### src/rtl/sparc_pkg.sv
// SPARC memory-op encodings, load/store FSM state type and op3 classification helpers
// shared by the memory-stage load/store unit.
package sparc_pkg;

    localparam logic [1:0] OP_MEM    = 2'b11;

    localparam logic [5:0] OP3_LD    = 6'b000000;
    localparam logic [5:0] OP3_LDUB  = 6'b000001;
    localparam logic [5:0] OP3_LDUH  = 6'b000010;
    localparam logic [5:0] OP3_LDD   = 6'b000011;
    localparam logic [5:0] OP3_ST    = 6'b000100;
    localparam logic [5:0] OP3_STB   = 6'b000101;
    localparam logic [5:0] OP3_STH   = 6'b000110;
    localparam logic [5:0] OP3_STD   = 6'b000111;
    localparam logic [5:0] OP3_LDSB  = 6'b001001;
    localparam logic [5:0] OP3_LDSH  = 6'b001010;

    typedef enum logic [1:0] {
        ST_IDLE = 2'b00,
        ST_REQ  = 2'b01,
        ST_WAIT = 2'b10,
        ST_DONE = 2'b11
    } mem_state_t;

    function automatic logic is_load(input logic [5:0] op3);
        case (op3)
            OP3_LD, OP3_LDUB, OP3_LDUH, OP3_LDD, OP3_LDSB, OP3_LDSH: is_load = 1'b1;
            default:                                                is_load = 1'b0;
        endcase
    endfunction

    function automatic logic is_store(input logic [5:0] op3);
        case (op3)
            OP3_ST, OP3_STB, OP3_STH, OP3_STD: is_store = 1'b1;
            default:                           is_store = 1'b0;
        endcase
    endfunction

    function automatic logic is_double(input logic [5:0] op3);
        is_double = (op3 == OP3_LDD) || (op3 == OP3_STD);
    endfunction

    function automatic logic is_half(input logic [5:0] op3);
        is_half = (op3 == OP3_LDUH) || (op3 == OP3_LDSH) || (op3 == OP3_STH);
    endfunction

    function automatic logic is_byte(input logic [5:0] op3);
        is_byte = (op3 == OP3_LDUB) || (op3 == OP3_LDSB) || (op3 == OP3_STB);
    endfunction

    function automatic logic is_mem_op(input logic [5:0] op3);
        is_mem_op = is_load(op3) || is_store(op3);
    endfunction

    // Natural alignment: bytes anywhere, halves on 2, words on 4, doubles on 8.
    function automatic logic is_aligned(input logic [5:0] op3, input logic [2:0] off);
        if (is_double(op3)) begin
            is_aligned = (off == 3'b000);
        end else if (is_half(op3)) begin
            is_aligned = (off[0] == 1'b0);
        end else if (is_byte(op3)) begin
            is_aligned = 1'b1;
        end else begin
            is_aligned = (off[1:0] == 2'b00);
        end
    endfunction

endpackage

### src/rtl/mem_access_if.sv
// Request/response data-memory port of the load/store unit; master = load/store unit,
// slave = memory.
interface mem_access_if;
    logic        mem_req;
    logic        mem_we;
    logic [31:0] mem_addr;
    logic [3:0]  mem_be;
    logic [31:0] mem_wdata;
    logic        mem_gnt;
    logic        mem_rvalid;
    logic [31:0] mem_rdata;

    modport master (
        output mem_req, mem_we, mem_addr, mem_be, mem_wdata,
        input  mem_gnt, mem_rvalid, mem_rdata
    );

    modport slave (
        input  mem_req, mem_we, mem_addr, mem_be, mem_wdata,
        output mem_gnt, mem_rvalid, mem_rdata
    );
endinterface

### src/rtl/mem_lane_fmt.sv
// Big-endian byte-lane steering: store byte enables / replicated write data, and
// right-justified raw load slices from a 32-bit memory word.
module mem_lane_fmt
    import sparc_pkg::*;
(
    input  logic [5:0]  op3,
    input  logic [1:0]  offset,
    input  logic [31:0] st_word,
    input  logic [31:0] rdata,
    output logic [3:0]  be,
    output logic [31:0] wdata,
    output logic [31:0] ld_slice
);

    // Store lane enables and write data; loads always read the full word.
    always_comb begin
        be    = 4'b0000;
        wdata = 32'h0000_0000;
        case (op3)
            OP3_STB: begin
                be    = 4'b1000 >> offset;
                wdata = {4{st_word[7:0]}};
            end
            OP3_STH: begin
                be    = offset[1] ? 4'b0011 : 4'b1100;
                wdata = {2{st_word[15:0]}};
            end
            OP3_ST, OP3_STD: begin
                be    = 4'b1111;
                wdata = st_word;
            end
            OP3_LD, OP3_LDUB, OP3_LDUH, OP3_LDD, OP3_LDSB, OP3_LDSH: begin
                be    = 4'b1111;
                wdata = 32'h0000_0000;
            end
            default: begin
                be    = 4'b0000;
                wdata = 32'h0000_0000;
            end
        endcase
    end

    // Load slice selection; byte offset 0 is the most significant lane.
    always_comb begin
        ld_slice = 32'h0000_0000;
        case (op3)
            OP3_LDUB, OP3_LDSB: begin
                case (offset)
                    2'b00:   ld_slice = {24'h00_0000, rdata[31:24]};
                    2'b01:   ld_slice = {24'h00_0000, rdata[23:16]};
                    2'b10:   ld_slice = {24'h00_0000, rdata[15:8]};
                    2'b11:   ld_slice = {24'h00_0000, rdata[7:0]};
                    default: ld_slice = 32'h0000_0000;
                endcase
            end
            OP3_LDUH, OP3_LDSH: begin
                if (offset[1]) begin
                    ld_slice = {16'h0000, rdata[15:0]};
                end else begin
                    ld_slice = {16'h0000, rdata[31:16]};
                end
            end
            OP3_LD, OP3_LDD: ld_slice = rdata;
            default:         ld_slice = 32'h0000_0000;
        endcase
    end

endmodule

### src/rtl/mem_access.sv
// Memory-stage load/store unit: one memory instruction at a time over a req/gnt/rvalid
// data port, stalling IF/ID/EX while the access is in flight.
module mem_access
    import sparc_pkg::*;
(
    input  logic               clk,
    input  logic               reset,
    input  logic               MEM_valid_in,
    input  logic [1:0]         MEM_op_in,
    input  logic [5:0]         MEM_op3_in,
    input  logic [31:0]        MEM_addr_in,
    input  logic [63:0]        MEM_store_data_in,
    output logic               MEM_stall,
    output logic               MEM_done,
    output logic               MEM_align_trap,
    output logic [63:0]        MEM_load_data_out,
    mem_access_if.master       mem
);

    mem_state_t  state_r;
    mem_state_t  state_nxt_s;

    logic [5:0]  op3_r;
    logic [1:0]  offset_r;
    logic [31:0] data_lo_r;
    logic        beat_r;
    logic [31:0] req_addr_r;
    logic        req_we_r;
    logic [3:0]  req_be_r;
    logic [31:0] req_wdata_r;
    logic [31:0] hi_word_r;
    logic [63:0] load_r;

    logic        mem_op_s;
    logic        aligned_s;
    logic        accept_s;
    logic        trap_s;
    logic        advance_s;
    logic        finish_s;

    logic [5:0]  fmt_op3_s;
    logic [1:0]  fmt_off_s;
    logic [31:0] fmt_st_s;
    logic [3:0]  fmt_be_s;
    logic [31:0] fmt_wdata_s;
    logic [31:0] fmt_ld_s;

    // Instruction decode, acceptance and beat sequencing strobes.
    always_comb begin
        mem_op_s  = reset && MEM_valid_in && (MEM_op_in == OP_MEM) && is_mem_op(MEM_op3_in);
        aligned_s = is_aligned(MEM_op3_in, MEM_addr_in[2:0]);
        accept_s  = (state_r == ST_IDLE) && mem_op_s && aligned_s;
        trap_s    = (state_r == ST_IDLE) && mem_op_s && !aligned_s;
        advance_s = (state_r == ST_WAIT) && mem.mem_rvalid && is_double(op3_r) && !beat_r;
        finish_s  = (state_r == ST_WAIT) && mem.mem_rvalid && !advance_s;
    end

    // Lane formatter sees the incoming instruction at accept and the latched one afterwards.
    always_comb begin
        if (state_r == ST_IDLE) begin
            fmt_op3_s = MEM_op3_in;
            fmt_off_s = MEM_addr_in[1:0];
            fmt_st_s  = is_double(MEM_op3_in) ? MEM_store_data_in[63:32]
                                              : MEM_store_data_in[31:0];
        end else begin
            fmt_op3_s = op3_r;
            fmt_off_s = offset_r;
            fmt_st_s  = data_lo_r;
        end
    end

    mem_lane_fmt u_lane_fmt (
        .op3      (fmt_op3_s),
        .offset   (fmt_off_s),
        .st_word  (fmt_st_s),
        .rdata    (mem.mem_rdata),
        .be       (fmt_be_s),
        .wdata    (fmt_wdata_s),
        .ld_slice (fmt_ld_s)
    );

    // Next-state logic of the access FSM.
    always_comb begin
        state_nxt_s = state_r;
        case (state_r)
            ST_IDLE: begin
                if (accept_s) begin
                    state_nxt_s = ST_REQ;
                end else begin
                    state_nxt_s = ST_IDLE;
                end
            end
            ST_REQ: begin
                if (mem.mem_gnt) begin
                    state_nxt_s = ST_WAIT;
                end else begin
                    state_nxt_s = ST_REQ;
                end
            end
            ST_WAIT: begin
                if (advance_s) begin
                    state_nxt_s = ST_REQ;
                end else if (finish_s) begin
                    state_nxt_s = ST_DONE;
                end else begin
                    state_nxt_s = ST_WAIT;
                end
            end
            ST_DONE: state_nxt_s = ST_IDLE;
            default: state_nxt_s = ST_IDLE;
        endcase
    end

    // FSM state register.
    always_ff @(posedge clk or negedge reset) begin
        if (!reset) begin
            state_r <= ST_IDLE;
        end else begin
            state_r <= state_nxt_s;
        end
    end

    // Request registers are loaded once per beat so they stay stable through gnt wait states.
    always_ff @(posedge clk or negedge reset) begin
        if (!reset) begin
            op3_r       <= 6'b000000;
            offset_r    <= 2'b00;
            data_lo_r   <= 32'h0000_0000;
            beat_r      <= 1'b0;
            req_addr_r  <= 32'h0000_0000;
            req_we_r    <= 1'b0;
            req_be_r    <= 4'b0000;
            req_wdata_r <= 32'h0000_0000;
            hi_word_r   <= 32'h0000_0000;
            load_r      <= 64'h0000_0000_0000_0000;
        end else if (accept_s) begin
            op3_r       <= MEM_op3_in;
            offset_r    <= MEM_addr_in[1:0];
            data_lo_r   <= MEM_store_data_in[31:0];
            beat_r      <= 1'b0;
            req_addr_r  <= {MEM_addr_in[31:2], 2'b00};
            req_we_r    <= is_store(MEM_op3_in);
            req_be_r    <= fmt_be_s;
            req_wdata_r <= fmt_wdata_s;
        end else if (advance_s) begin
            beat_r      <= 1'b1;
            req_addr_r  <= req_addr_r + 32'd4;
            req_be_r    <= fmt_be_s;
            req_wdata_r <= fmt_wdata_s;
            hi_word_r   <= mem.mem_rdata;
        end else if (finish_s && is_load(op3_r)) begin
            if (is_double(op3_r)) begin
                load_r <= {hi_word_r, mem.mem_rdata};
            end else begin
                load_r <= {32'h0000_0000, fmt_ld_s};
            end
        end
    end

    assign MEM_stall         = accept_s || (state_r == ST_REQ) || (state_r == ST_WAIT);
    assign MEM_done          = (state_r == ST_DONE);
    assign MEM_align_trap    = trap_s;
    assign MEM_load_data_out = load_r;

    assign mem.mem_req   = (state_r == ST_REQ);
    assign mem.mem_we    = req_we_r;
    assign mem.mem_addr  = req_addr_r;
    assign mem.mem_be    = req_be_r;
    assign mem.mem_wdata = req_wdata_r;

endmodule

### src/flat_wrapper.sv
// flat-port wrapper written by rule: the top's interface ports become plain ports
module mem_access_flat import sparc_pkg::*;
  (clk, reset, MEM_valid_in, MEM_op_in, MEM_op3_in, MEM_addr_in, MEM_store_data_in, MEM_stall, MEM_done, MEM_align_trap, MEM_load_data_out, mem_mem_req, mem_mem_we, mem_mem_addr, mem_mem_be, mem_mem_wdata, mem_mem_gnt, mem_mem_rvalid, mem_mem_rdata);
  mem_access_if mem_i ();
  input  logic clk;
  input  logic reset;
  input  logic MEM_valid_in;
  input  logic [1:0] MEM_op_in;
  input  logic [5:0] MEM_op3_in;
  input  logic [31:0] MEM_addr_in;
  input  logic [63:0] MEM_store_data_in;
  output logic MEM_stall;
  output logic MEM_done;
  output logic MEM_align_trap;
  output logic [63:0] MEM_load_data_out;
  output wire logic [$bits(mem_i.mem_req)-1:0] mem_mem_req;
  output wire logic [$bits(mem_i.mem_we)-1:0] mem_mem_we;
  output wire logic [$bits(mem_i.mem_addr)-1:0] mem_mem_addr;
  output wire logic [$bits(mem_i.mem_be)-1:0] mem_mem_be;
  output wire logic [$bits(mem_i.mem_wdata)-1:0] mem_mem_wdata;
  input wire logic [$bits(mem_i.mem_gnt)-1:0] mem_mem_gnt;
  input wire logic [$bits(mem_i.mem_rvalid)-1:0] mem_mem_rvalid;
  input wire logic [$bits(mem_i.mem_rdata)-1:0] mem_mem_rdata;
  assign mem_mem_req = mem_i.mem_req;
  assign mem_mem_we = mem_i.mem_we;
  assign mem_mem_addr = mem_i.mem_addr;
  assign mem_mem_be = mem_i.mem_be;
  assign mem_mem_wdata = mem_i.mem_wdata;
  assign mem_i.mem_gnt = mem_mem_gnt;
  assign mem_i.mem_rvalid = mem_mem_rvalid;
  assign mem_i.mem_rdata = mem_mem_rdata;
  mem_access u_core (.clk(clk), .reset(reset), .MEM_valid_in(MEM_valid_in), .MEM_op_in(MEM_op_in), .MEM_op3_in(MEM_op3_in), .MEM_addr_in(MEM_addr_in), .MEM_store_data_in(MEM_store_data_in), .MEM_stall(MEM_stall), .MEM_done(MEM_done), .MEM_align_trap(MEM_align_trap), .MEM_load_data_out(MEM_load_data_out), .mem(mem_i));
endmodule
### config.mk
export PLATFORM = sky130hd
export DESIGN_NAME = mem_access_flat
export DESIGN_NICKNAME = d
export VERILOG_FILES = /design/src/rtl/sparc_pkg.sv /design/src/rtl/mem_access_if.sv /design/src/rtl/mem_lane_fmt.sv /design/src/rtl/mem_access.sv /design/src/flat_wrapper.sv
export SDC_FILE = /design/constraint.sdc
export NUM_CORES = 1
export LEC_CHECK = 0
export ABC_AREA = 1
export CAP_MARGIN = 20
export CORE_MARGIN = 1.5
export CORE_UTILIZATION = 45
export DETAILED_ROUTE_END_ITERATION = 7
export HOLD_SLACK_MARGIN = 0.12
export PLACE_DENSITY = 0.73
export SLEW_MARGIN = 0
export SYNTH_ARGS = -nofsm -noshare
export SYNTH_HDL_FRONTEND = slang
export SYNTH_HIERARCHICAL = 1
export SYNTH_SLANG_ARGS = --single-unit
### constraint.sdc
create_clock -name clk -period 5.6 [get_ports clk]
set_input_delay 1.12 -clock clk [delete_from_list [all_inputs] [get_ports clk]]
set_output_delay 1.12 -clock clk [all_outputs]
set_load 0.01 [all_outputs]
After elaboration in Yosys (flattened, before gate mapping)
Cells that the tools add are included.
- RAM bits: 0
- ROM bits: 0
- input bits: 141
- output and inout port bits: 137
- register bits: 208
- latch bits: 0
- logic and storage cells: 120
- memories: 0
- add/sub/neg operators: 1
- shift operators: 1
- div/mod/pow operators: 0
- bitwise logic cells: 3
- equal/unequal tests: 31
- reductions and logical operators: 41
- mux-type cells: 32
- $lt $le $gt $ge: 0
- multipliers: 0
- operator list (kind ; number):
    32-bit 2-to-1 mux ; 6
    32-bit one-hot mux with 3 select lines ; 2
    32-bit one-hot mux with 4 select lines ; 1
    64-bit 2-to-1 mux ; 1
    6-bit by 3-bit == test with 1-bit output (second input constant) ; 9
    6-bit by 2-bit == test with 1-bit output (second input constant) ; 6
    6-bit by 4-bit == test with 1-bit output (second input constant) ; 6
    32-bit by 3-bit adder with 32-bit output (second input constant) ; 1
    6-bit by 1-bit == test with 1-bit output (second input constant) ; 3
    6-bit zero test ; 3
    16-bit 2-to-1 mux ; 1
    1-bit 2-to-1 mux ; 12
    4-bit 2-to-1 mux ; 3
    4-bit one-hot mux with 3 select lines ; 1
    6-bit OR reduction ; 2
    1-bit logical AND ; 11
    2-bit == test (second input constant) ; 5
    1-bit logical OR ; 9
    2-bit one-hot mux with 4 select lines ; 1
    2-bit OR reduction ; 4
    8-bit OR reduction ; 1
    2-bit zero test ; 3
    2-bit 2-to-1 mux ; 3
    6-bit 2-to-1 mux ; 1
    9 further kinds ; 14

Longest topological paths before layout
Gate-level depths: netlist of the first run.
- word-level depth: 10
- mapped depth: 15

By module
The synthesis of the first run kept the hierarchy.
- modules (own cells, without submodules) (module ; cells each ; area each (µm²) ; instances):
    mem_access ; 1481 ; 10567.6 ; 1
    mem_lane_fmt ; 303 ; 1357.6 ; 1

Worst setup path after synthesis of the first run
OpenSTA, ideal clock, no wires.
- path kind: input to output
- start point: input port MEM_op3_in[5]
- end point: output port MEM_stall
- setup slack: 2.212 ns
- data arrival time: 2.268 ns
- path buffers: 2
- stages on the path: 7
- cell sequence: nor2_1 > nand3_1 > nor2_4 > nand3_2 > buf_2 > buf_2 > o21ai_0
- longest elaborated chain between the ends: 9
- RTL lines (item ; line ; text):
    start: declaration ; flat_wrapper.sv:9 ; input logic [5:0] MEM_op3_in;
    6-bit by 2-bit == test with 1-bit output (tied with other cells) ; sparc_pkg.sv:26, sparc_pkg.sv:40 ;
    6-bit OR reduction (tied with other cells) ; sparc_pkg.sv:26 ; case (op3)
    1-bit 2-to-1 mux (tied with other cells) ; sparc_pkg.sv:26 ;
    1-bit logical OR or 1-bit 2-to-1 mux (tied branches) ; sparc_pkg.sv:52, sparc_pkg.sv:61 ;
    1-bit logical AND or 1-bit 2-to-1 mux (tied branches) ; mem_access.sv:50, sparc_pkg.sv:59 ;
    1-bit logical AND or 1-bit 2-to-1 mux (tied branches) ; mem_access.sv:52, sparc_pkg.sv:57 ;
    1-bit logical AND * ; mem_access.sv:52 ; accept_s = (state_r == ST_IDLE) && mem_op_s && aligned_s;
    1-bit logical OR * (2 in series) ; mem_access.sv:160 ; assign MEM_stall = accept_s || (state_r == ST_REQ) || (state_r == ST_WAIT);
    end: declaration ; flat_wrapper.sv:12 ; output logic MEM_stall;
Mark *: on every way between the ends. The rest lies on a longest branch, timed or not.

Final worst setup path of the first run
- start point: input port MEM_op3_in[1]
- end point: output port MEM_align_trap
- longest elaborated chain between the ends: 8
- RTL lines (item ; line ; text):
    6-bit by 1-bit == test with 1-bit output or 6-bit by 4-bit == test with 1-bit output (tied branches) ; sparc_pkg.sv:26, sparc_pkg.sv:48 ;
    1-bit logical OR (2 in series) ; sparc_pkg.sv:48 ; is_byte = (op3 == OP3_LDUB) || (op3 == OP3_LDSB) || (op3 == OP3_STB);
    1-bit 2-to-1 mux ; sparc_pkg.sv:61 ; end else if (is_byte(op3)) begin
    1-bit 2-to-1 mux ; sparc_pkg.sv:59 ; end else if (is_half(op3)) begin
    1-bit 2-to-1 mux ; sparc_pkg.sv:57 ; if (is_double(op3)) begin
    1-bit zero test ; mem_access.sv:53 ; trap_s = (state_r == ST_IDLE) && mem_op_s && !aligned_s;
    1-bit logical AND * ; mem_access.sv:53 ;
    end: declaration ; flat_wrapper.sv:14 ; output logic MEM_align_trap;
Marks and branches as above.

==> out/results.txt, run 1 <==
post-CTS setup buffer count: 0
initial antenna violation count: 0
setup_tns: 0 ns
Peak Freq: 224.6 MHz
skew final: 0.02028 ns
clock tree buffer depth: 3
TritonCTS clock tree: done
vias in the first global route: 11.61k
crit end category: output port
ys flop type: dfrtp_1
critical path data required time: 4.48 ns
XOR/XNOR Fraction of Synth Area: 0.002938
largest family of logic cells by synthesized area: simple AND/OR/NAND/NOR gates
PostCTS Resize Cnt: 0
DRT iter0 DRCs: 1307
pre-CTS setup slack: 1.122 ns
fraction of the mapped netlist area in adder cells: 0.001049
crit path launch type: input port
clock-pin transition on the worst setup and hold timing paths: 0.06 ns
Remaining Overflow, GRT: 0
num rows: 59
Max stage delay on crit path: 0.61 ns
Initial Utilization: 0.4576
outcome: completed
Async S/R FF share, synth: 1.000
fin worst setup slack: 1.147 ns
Mapped Cells: 1784
hold_ws: 0.4447 ns
Hold Crit Class: in -> async
Reg2Reg Depth: 13
Final Wtd Congestion: 0.9936
Worst Setup SP: MEM_op3_in[1]
Slew @ Worst Pin: 0.9586 ns
Avg Cell Area, Syn: 6.685 um^2
vias per cell: 5.253
worst setup path endpoint: MEM_align_trap
Area Growth Syn to Fin: 30.40%
Antenna Cells: 0
Simple-Gate Fraction of Synth Area: 0.4020
Pwr Density: 283.8 nW/um^2
Synth Cell Area: 11930 um^2
final WL: 39200 um
reg-to-reg critical path endpoint: u_core/MEM_load_data_out[8]
VDD IR max: 0.2154 mV
worst path buffer plus inverter count: 3
EDFF count, synth: 0
hold buffers post-CTS: 0
core area: 26060 um^2
global-route wire length before repair: 62750 um
Die Y: 165.8 um
All-Layer GR Usage: 0.2808
R2R setup slack: 2.27 ns
IO Pins: 278
nets@finish: 2149
crit-path cells: clkdlybuf4s50_1 > nand2_1 > nor2_1 > nand3_1 > nand2_1 > a21oi_2 > buf_4 > nor3_1 > clkdlybuf4s50_1
Unique masters post-synth: 34
max-cap violation count: 0
slowest stage cell, crit path: clkdlybuf4s50_1
total die area: 27490 um^2
Vias: 12.37k
largest net degree at the start of global routing: 99
post-route ant nets: 0
Synth Area in Compound Gates: 0.07135
Worst EP arrival: 3.33 ns
fin crit share: 0.7952
sequential element share of the synthesized area: 0.4323
mux cell area share after synthesis: 0
TritonRoute pass-1 iters: 5
max-slew headroom at the worst pin: 0.3609
I/O Buffers: 275
Worst-Skew Late Latency: 0.52 ns
DRC: 0
CP max FO: 26
yosys warns: 6
routed len/inst: 16.65 um
Num CTS Buffers: 23
WS Path Type: in -> out
Hold Violations, Final: 0
CP top delay family: buffers and inverters
Leakage: 7.659 nW
CP Depth: 9
post-DP HPWL: 28000 um
clock root buffer master: clkbuf_16
Die W: 165.8 um
Reg-to-Reg Start: u_core/state_r[1]
number of synthesized register bits: 206
CTS H-tree depth: 1
RSZ-0062 raised after global routing: false
CTS sink count: 206
Final Max Tran Viols: 0
layout cells sized above 1: 0.04210
final setup fails: 0
post-layout minimum cycle time: 4.453 ns
[kinds of logic after synthesis]
group	Yosys count
and+or+nand+nor	1158
xor gates and xnor gates	4
AOI/OAI and AO/OA	150
DFF	206
other	1
buffers and inverters	264
adders and majority gates	1
[how the worst min path moves through the flow]
stage | start | to | slack [ns] | cells after the start
6_report | reset | u_core/hi_word_r[27] | 0.44 | 1
5_1_grt | reset | u_core/hi_word_r[27] | 0.44 | 1
2_1_floorplan | u_core/data_lo_r[0] | u_core/data_lo_r[0] | 0.45 | 2
3_5_place_dp | u_core/MEM_load_data_out[50] | u_core/MEM_load_data_out[50] | 0.46 | 2
3_3_place_gp | u_core/MEM_load_data_out[49] | u_core/MEM_load_data_out[49] | 0.45 | 2
4_1_cts | reset | u_core/hi_word_r[27] | 0.44 | 1
[stage by stage]
stage          utilization  instance area, um^2  std cells  total power [mW]
6_report            0.5967                15550       2354             4.414
5_1_grt             0.5967                15550       2354             4.653
4_1_cts             0.5957                15520       2353             4.422
3_5_place_dp        0.5692                14830       2316             2.967
3_3_place_gp        0.5684                14810       2315             2.951
2_1_floorplan            -                11930       1785             2.494
[registers in the layout (all words and copies together) (netlist names)]
name                      flops
u_core/mem.mem_we             1
u_core/data_lo_r             32
u_core/op3_r                  6
u_core/beat_r                 1
u_core/MEM_load_data_out     64
u_core/hi_word_r             32
u_core/offset_r               2
u_core/mem.mem_addr          30
u_core/mem.mem_be             4
u_core/state_r                2
u_core/mem.mem_wdata         32
[worst reg2reg max path, cell delays in order, from the launching register on]
cell and delay, ns:
dfrtp_1 0.45, nor2_4 0.39, buf_4 0.62, nand2_1 0.25, o21ai_0 0.24, nor2_4 0.09, nand3_1 0.16, nor2_4 0.11
inv_2 0.37, o21ai_0 0.17, nand2_1 0.09, o21ai_0 0.10, nand3_1 0.11, nand2_1 0.06
[Yosys cell counts (all sizes together), types with 10 or more instances]
master,number,share of area
a31oi,32,0.017
buf,55,0.024
clkbuf,41,0.013
dfrtp,206,0.43
inv,166,0.052
nand2,689,0.22
nand3,241,0.10
nand4,10,0.0052
nor2,210,0.070
o211ai,13,0.0082
o21ai,97,0.042
[cells in the final DEF, fill, tap and decap left out, types with 5 or more instances in the layout]
| cell | synthesis | layout |
|---|---|---|
| a31oi_1 | 32 | 32 |
| buf_4 | 4 | 16 |
| clkbuf_1 | 41 | 5 |
| clkbuf_16 | 0 | 23 |
| clkdlybuf4s50_1 | 0 | 274 |
| clkinv_2 | 0 | 7 |
| dfrtp_1 | 206 | 206 |
| inv_1 | 162 | 162 |
| nand2_1 | 683 | 681 |
| nand3_1 | 239 | 239 |
| nand4_1 | 10 | 10 |
| nor2_1 | 202 | 201 |
| nor2_4 | 5 | 6 |
| o211ai_1 | 13 | 13 |
| o21ai_0 | 87 | 87 |
| o21ai_1 | 6 | 6 |
[area by class of cell]
type	instances	area (um^2)
Clock buffer	28	594.3
Tap cell	335	419.2
Clock inverter	9	95.09
Multi-Input combinational cell	1315	5732
Sequential cell	206	5155
Timing Repair Buffer	293	2924
Inverter	168	630.6
Fill cell	2453	10510
[where the power goes]
| part | switching [mW] | internal (mW) | total, mW |
|---|---|---|---|
| registers | 0.0488 | 1.53 | 1.58 |
| logic | 0.936 | 0.448 | 1.38 |
| clock network | 0.610 | 0.839 | 1.45 |
| total | 1.59 | 2.82 | 4.41 |
[per-layer routing]
| layer | track usage | share of wire | up-vias |
|---|---|---|---|
| met5 | 0 | 0 | - |
| met4 | 0.07090 | 0.024 | 0 |
| met2 | 0.4582 | 0.46 | 511 |
| met1 | 0.3944 | 0.44 | 5742 |
| met3 | 0.03885 | 0.072 | 60 |
| li1 | - | - | 6053 |
Power figures use the tool's default switching activity.
==> run 2: changes to the inputs <==
==> constraint.sdc (replaced) <==
create_clock -name clk -period 4.2 [get_ports clk]
set_input_delay 0.84 -clock clk [delete_from_list [all_inputs] [get_ports clk]]
set_output_delay 0.84 -clock clk [all_outputs]
set_load 0.01 [all_outputs]
==> run 2 against run 1 <==
  * Largest power group is now the clock network
  * Wire length fell by 0.39%
  * Register-to-register slack got worse by 1.2 ns
  * Sequential share of layout area fell by 0.25 points
  * Power rose by 38%
  * Worst hold slack improved by 0.0011 ns
==> out/results.txt, run 2 (same netlist as run 1, synthesis figures left out) <==
outcome: completed (unchanged)
sw power: 2.140 mW (was 1.595 mW)
busiest grt layer: met2 (unchanged)
clock-pin transition on the worst setup and hold timing paths: 0.06 ns (about the same)
Worst Setup SP: MEM_op3_in[5] (was MEM_op3_in[1])
max-slew headroom at the worst pin: 0.3522 (was 0.3609)
most frequent cells in the layout: 681 x nand2_1, 274 x clkdlybuf4s50_1, 239 x nand3_1, 206 x dfrtp_1, 201 x nor2_1 (unchanged)
core area: 26060 um^2 (unchanged)
nets@finish: 2154 (was 2149)
Hold Violations, Final: 0 (unchanged)
vias in the first global route: 11.93k (was 11.61k)
met1 GRT Util: 0.3913 (was 0.3944)
final WL: 39050 um (was 39200 um)
Die Y: 165.8 um (unchanged)
TritonRoute pass-1 iters: 6 (was 5)
routed len/inst: 16.54 um (was 16.65 um)
global-route wire length before repair: 63060 um (was 62750 um)
crit end category: output port (unchanged)
slowest stage cell, crit path: clkdlybuf4s50_1 (unchanged)
sw frac: 0.3508 (was 0.3614)
Vias: 12.51k (was 12.37k)
post-DP HPWL: 27710 um (was 28000 um)
hold buffers post-CTS: 0 (unchanged)
most numerous cell on the critical path: clkdlybuf4s50_1
post-CTS setup buffer count: 0 (unchanged)
initial antenna violation count: 0 (unchanged)
post-layout minimum cycle time: 3.719 ns
VDD IR max: 0.2459 mV (was 0.2154 mV)
Die W: 165.8 um (unchanged)
Reg2Reg Depth: 13 (unchanged)
commonest non-fill, non-tap cell in the layout: nand2_1 (unchanged)
TritonCTS clock tree: done (unchanged)
skew final: 0.01940 ns (was 0.02028 ns)
Fillers: 2428 (was 2453)
PostCTS Resize Cnt: 0 (unchanged)
critical path data required time: 3.36 ns (was 4.48 ns)
Pwr Density: 389.3 nW/um^2 (was 283.8 nW/um^2)
Final Wtd Congestion: 0.9848 (was 0.9936)
met2 Usage GRT: 0.4536 (was 0.4582)
Flop pwr share: 0.345 (was 0.358)
Max stage delay on crit path: 0.61 ns (about the same)
Internal Power: 3.960 mW (was 2.819 mW)
max reg flops: 64 (unchanged)
CTS H-tree depth: 1 (unchanged)
vias per cell: 5.300 (was 5.253)
clock tree buffer depth: 3 (unchanged)
DRC: 0 (unchanged)
fin crit share: 0.8855
Initial Utilization: 0.4576 (unchanged)
Worst-Skew Late Latency: 0.52 ns (about the same)
CP max FO: 4 (was 26)
logic gate share of total power: 0.303 (was 0.314)
met3 Use GR: 0.03575 (was 0.03885)
Hold Crit Class: in -> async (unchanged)
total die area: 27490 um^2 (unchanged)
setup_tns: 0 ns (unchanged)
Worst EP arrival: 2.88 ns (was 3.33 ns)
Num CTS Buffers: 23 (unchanged)
Reg-to-Reg Start: u_core/state_r[1] (unchanged)
layout cells sized above 1: 0.04640 (was 0.04210)
RSZ-0062 raised after global routing: false (unchanged)
total power: 6.100 mW (was 4.414 mW)
CTS sink count: 206 (unchanged)
final setup fails: 0 (unchanged)
Remaining Overflow, GRT: 0 (unchanged)
IO Pins: 278 (unchanged)
crit-path cells: clkdlybuf4s50_1 > nor2_1 > nand3_1 > nand2_1 > a21oi_2 > nor3_1 > clkdlybuf4s50_1 (was clkdlybuf4s50_1 > nand2_1 > nor2_1 > nand3_1 > nand2_1 > a21oi_2 > buf_4 > nor3_1 > clkdlybuf4s50_1)
Slew @ Worst Pin: 0.9718 ns (was 0.9586 ns)
Leakage: 7.715 nW (was 7.659 nW)
reg-to-reg critical path endpoint: u_core/MEM_load_data_out[8] (unchanged)
DRT iter0 DRCs: 1385 (was 1307)
Clock Power Share: 0.352 (was 0.328)
Final Max Tran Viols: 0 (unchanged)
Antenna Cells: 0 (unchanged)
I/O Buffers: 275 (unchanged)
All-Layer GR Usage: 0.2807 (was 0.2808)
Area Growth Syn to Fin: 31.38% (was 30.40%)
clock root buffer master: clkbuf_16 (unchanged)
post-route ant nets: 0 (unchanged)
crit path launch type: input port (unchanged)
largest net degree at the start of global routing: 138 (was 99)
R2R setup slack: 1.06 ns (was 2.27 ns)
num rows: 59 (unchanged)
max-cap violation count: 0 (unchanged)
WS Path Type: in -> out (unchanged)
Peak Freq: 268.9 MHz
run 2: worst max path at each step:
stage                     endpoint  slack (ns)  cells after the start
finish              MEM_align_trap        0.48                      7
global route        MEM_align_trap        0.44                      8
CTS                 MEM_align_trap        0.53                      8
detailed placement  MEM_align_trap        0.53                      8
global placement    MEM_align_trap        0.54                      7
floorplan                MEM_stall        1.37                      7
run 2: per-layer routing:
layer / vias to the layer above / part of all wire
met3: 91 / 0.075
met4: 0 / 0.034
met1: 5763 / 0.44
met5: - / 0
li1: 6062 / -
met2: 597 / 0.46
run 2: cell type report:
class,count,area [um^2],share of cell area
Tap cell,335,419.2,0.02675
Clock inverter,9,147.6,0.009423
Inverter,168,630.6,0.04025
Multi-Input combinational cell,1315,5732,0.3658
Timing Repair Buffer,298,2942,0.1877
Sequential cell,206,5155,0.3290
Clock buffer,30,641.9,0.04097
run 2: per-stage QoR:
stage / hold slack (ns) / setup WS [ns] / std cells / cell area, um^2 / util
after detailed placement: 0.4579 / 0.5326 / 2322 / 14880 / 0.5709
final: 0.4458 / 0.4808 / 2361 / 15670 / 0.6012
after global placement: 0.4541 / 0.5358 / 2322 / 14880 / 0.5709
after CTS: 0.4731 / 0.5262 / 2361 / 15670 / 0.6012
after global routing: 0.4976 / 0.4356 / 2361 / 15670 / 0.6012
after floorplan: 0.4495 / 1.372 / 1785 / 11930 / -
run 2: power groups by stage:
stage | registers, mW | logic (mW) | clock network, mW
6_report | 2.11 | 1.85 | 2.14
4_1_cts | 2.11 | 1.82 | 2.19
3_3_place_gp | 2.14 | 1.78 | 0
5_1_grt | 2.11 | 2.04 | 2.26
3_5_place_dp | 2.14 | 1.81 | 0
2_1_floorplan | 2.14 | 1.19 | 0
run 2: worst max-delay path: cells and delay by family:
kind	cells	cell delay [ns]
compound gates	1	0.05
buf+inv	2	1.05
simple gates	4	0.94
==> run 3: changes to the inputs <==
--- a/config.mk
+++ b/config.mk
@@ -17,3 +17,4 @@
 export SYNTH_HDL_FRONTEND = slang
 export SYNTH_HIERARCHICAL = 1
 export SYNTH_SLANG_ARGS = --single-unit
+export TNS_END_PERCENT = 5
==> constraint.sdc (replaced) <==
create_clock -name clk -period 4.2 [get_ports clk]
set_input_delay 0.84 -clock clk [delete_from_list [all_inputs] [get_ports clk]]
set_output_delay 0.84 -clock clk [all_outputs]
set_load 0.02 [all_outputs]
==> run 3 against run 2 <==
  * Critical path depth unchanged
  * Wire length decreased by 0.47%
  * Maximum frequency increased by 0.10%
  * First-iteration DRC count decreased by 3.3%
==> out/results.txt, run 3 (same netlist as run 1, synthesis figures left out) <==
Worst EP arrival: 2.88 ns (about the same)
crit-path cells: clkdlybuf4s50_1 > nor2_1 > nand3_1 > nor2_4 > nand3_4 > o21ai_0 > clkdlybuf4s50_1 (was clkdlybuf4s50_1 > nor2_1 > nand3_1 > nand2_1 > a21oi_2 > nor3_1 > clkdlybuf4s50_1)
global-route wire length before repair: 63010 um (was 63060 um)
nets@finish: 2154 (unchanged)
CP top delay family: buffers and inverters (unchanged)
DRT iter0 DRCs: 1339 (was 1385)
setup_tns: 0 ns (unchanged)
Pwr Density: 393.9 nW/um^2 (was 389.3 nW/um^2)
Final Max Tran Viols: 0 (unchanged)
vias in the first global route: 11.83k (was 11.93k)
max reg flops: 64 (unchanged)
most frequent cells in the layout: 681 x nand2_1, 274 x clkdlybuf4s50_1, 239 x nand3_1, 206 x dfrtp_1, 201 x nor2_1 (unchanged)
DP Cell Count: 2322 (unchanged)
num rows: 59 (unchanged)
Slew @ Worst Pin: 0.8626 ns (was 0.9718 ns)
outcome: completed (unchanged)
Remaining Overflow, GRT: 0 (unchanged)
clock-pin transition on the worst setup and hold timing paths: 0.06 ns (about the same)
CTS sink count: 206 (unchanged)
largest net degree at the start of global routing: 145 (was 138)
TritonRoute pass-1 iters: 5 (was 6)
DRC: 0 (unchanged)
hold buffers post-CTS: 0 (unchanged)
total die area: 27490 um^2 (unchanged)
post-layout minimum cycle time: 3.715 ns (was 3.719 ns)
Area Growth Syn to Fin: 31.74% (was 31.38%)
All-Layer GR Usage: 0.2801 (was 0.2807)
skew final: 0.009891 ns (was 0.01940 ns)
routed len/inst: 16.45 um (was 16.54 um)
Peak Freq: 269.2 MHz (was 268.9 MHz)
Fillers: 2358 (was 2428)
post-CTS setup buffer count: 0 (unchanged)
worst path buffer plus inverter count: 2 (unchanged)
Leakage: 7.739 nW (was 7.715 nW)
Final Non-Filler Cells: 2363 (was 2361)
Multi-input gate area: 5732 um^2 (unchanged)
Hold Violations, Final: 0 (unchanged)
crit path launch type: input port (unchanged)
Initial Utilization: 0.4576 (unchanged)
initial antenna violation count: 1 (was 0)
Max stage delay on crit path: 0.64 ns (was 0.61 ns)
clock root buffer master: clkbuf_16 (unchanged)
CTS H-tree depth: 1 (unchanged)
WS Path Type: in -> out (unchanged)
clock tree buffer depth: 3 (unchanged)
layout cells sized above 1: 0.04882 (was 0.04640)
Final Wtd Congestion: 1.003 (was 0.9848)
total power: 6.188 mW (was 6.100 mW)
CP max FO: 4 (unchanged)
commonest non-fill, non-tap cell in the layout: nand2_1 (unchanged)
PostCTS Resize Cnt: 0 (unchanged)
Antenna Cells: 0 (unchanged)
vias per cell: 5.252 (was 5.300)
post-route ant nets: 0 (unchanged)
Num CTS Buffers: 23 (unchanged)
critical path data required time: 3.36 ns (about the same)
final setup fails: 0 (unchanged)
most numerous cell on the critical path: clkdlybuf4s50_1 (unchanged)
final WL: 38870 um (was 39050 um)
TritonCTS clock tree: done (unchanged)
I/O Buffers: 275 (unchanged)
Worst-Skew Late Latency: 0.52 ns (about the same)
fin crit share: 0.8846 (was 0.8855)
Reg area: 5155 um^2 (unchanged)
max-cap violation count: 0 (unchanged)
Die Y: 165.8 um (unchanged)
VDD IR max: 0.2810 mV (was 0.2459 mV)
RSZ-0062 raised after global routing: false (unchanged)
core area: 26060 um^2 (unchanged)
crit end category: output port (unchanged)
max-slew headroom at the worst pin: 0.4249 (was 0.3522)
slowest stage cell, crit path: clkdlybuf4s50_1 (unchanged)
Die W: 165.8 um (unchanged)
post-DP HPWL: 27790 um (was 27710 um)
Hold Crit Class: in -> async (unchanged)
IO Pins: 278 (unchanged)
Vias: 12.41k (was 12.51k)
run 3: cell types whose count changed in the layout (fill, tap and decap cells not counted):
cell      change
clkbuf_1      -3
clkbuf_8      +2
inv_6         +1
clkinv_4      +2
run 3: per-layer routing:
layer	global-route usage	vias to the layer above	wire, um
met5	0	-	13
met3	0.04814	71	3095
met2	0.4525	562	17930
met4	0.07560	2	977
met1	0.3893	5713	16850
li1	-	6063	-
run 3: path summary, 6_finish.rpt:
path / to / slack (ns) / depth (start not counted) / startpoint
worst min-delay path: u_core/MEM_load_data_out[56] / 0.47 / 2 / reset
min in group clk: u_core/MEM_load_data_out[63] / 0.47 / 2 / u_core/MEM_load_data_out[63]
worst min register to register: u_core/MEM_load_data_out[63] / 0.47 / 2 / u_core/MEM_load_data_out[63]
worst max register to register: u_core/MEM_load_data_out[8] / 1.11 / 13 / u_core/state_r[1]
worst max-delay path: MEM_stall / 0.48 / 7 / MEM_op3_in[5]
max in group asynchronous: u_core/mem.mem_addr[3] / 2.23 / 3 / reset
run 3: layout make-up:
cell class | instances | area share
inverters | 168 | 0.04014
flip-flops and latches | 206 | 0.3281
clock buffers | 29 | 0.04189
clock inverters | 12 | 0.01107
multi-input cells | 1315 | 0.3648
well taps | 335 | 0.02668
repair buffers | 298 | 0.1872
run 3: stage by stage:
step | setup WS, ns | area, um^2 | hold WS [ns] | util
3_3_place_gp | 0.4734 | 14880 | 0.4534 | 0.5709
6_report | 0.4846 | 15710 | 0.4709 | 0.6029
3_5_place_dp | 0.5001 | 14880 | 0.4586 | 0.5709
5_1_grt | 0.3415 | 15710 | 0.4901 | 0.6029
2_1_floorplan | 1.274 | 11930 | 0.4495 | -
4_1_cts | 0.4830 | 15710 | 0.4741 | 0.6029
run 3: worst reg2reg max path: stages (launching register included):
cell     delay [ns]
dfrtp_1        0.45
nor2_4         0.55
nand2_1        0.14
o21ai_0        0.31
inv_2          0.12
nand2_4        0.14
nand2_4        0.14
nor2_4         0.32
inv_2          0.26
o21ai_0        0.22
nand2_1        0.07
o21ai_0        0.12
nand3_1        0.10
nand2_1        0.10
run 3: report_power, final:
part / switching, mW / internal, mW / leakage [nW] / total, mW
combinational: 1.26 / 0.605 / 4.49 / 1.87
clock: 0.856 / 1.36 / 0.412 / 2.21
sequential: 0.0650 / 2.04 / 2.84 / 2.11
total: 2.19 / 4.00 / 7.74 / 6.19
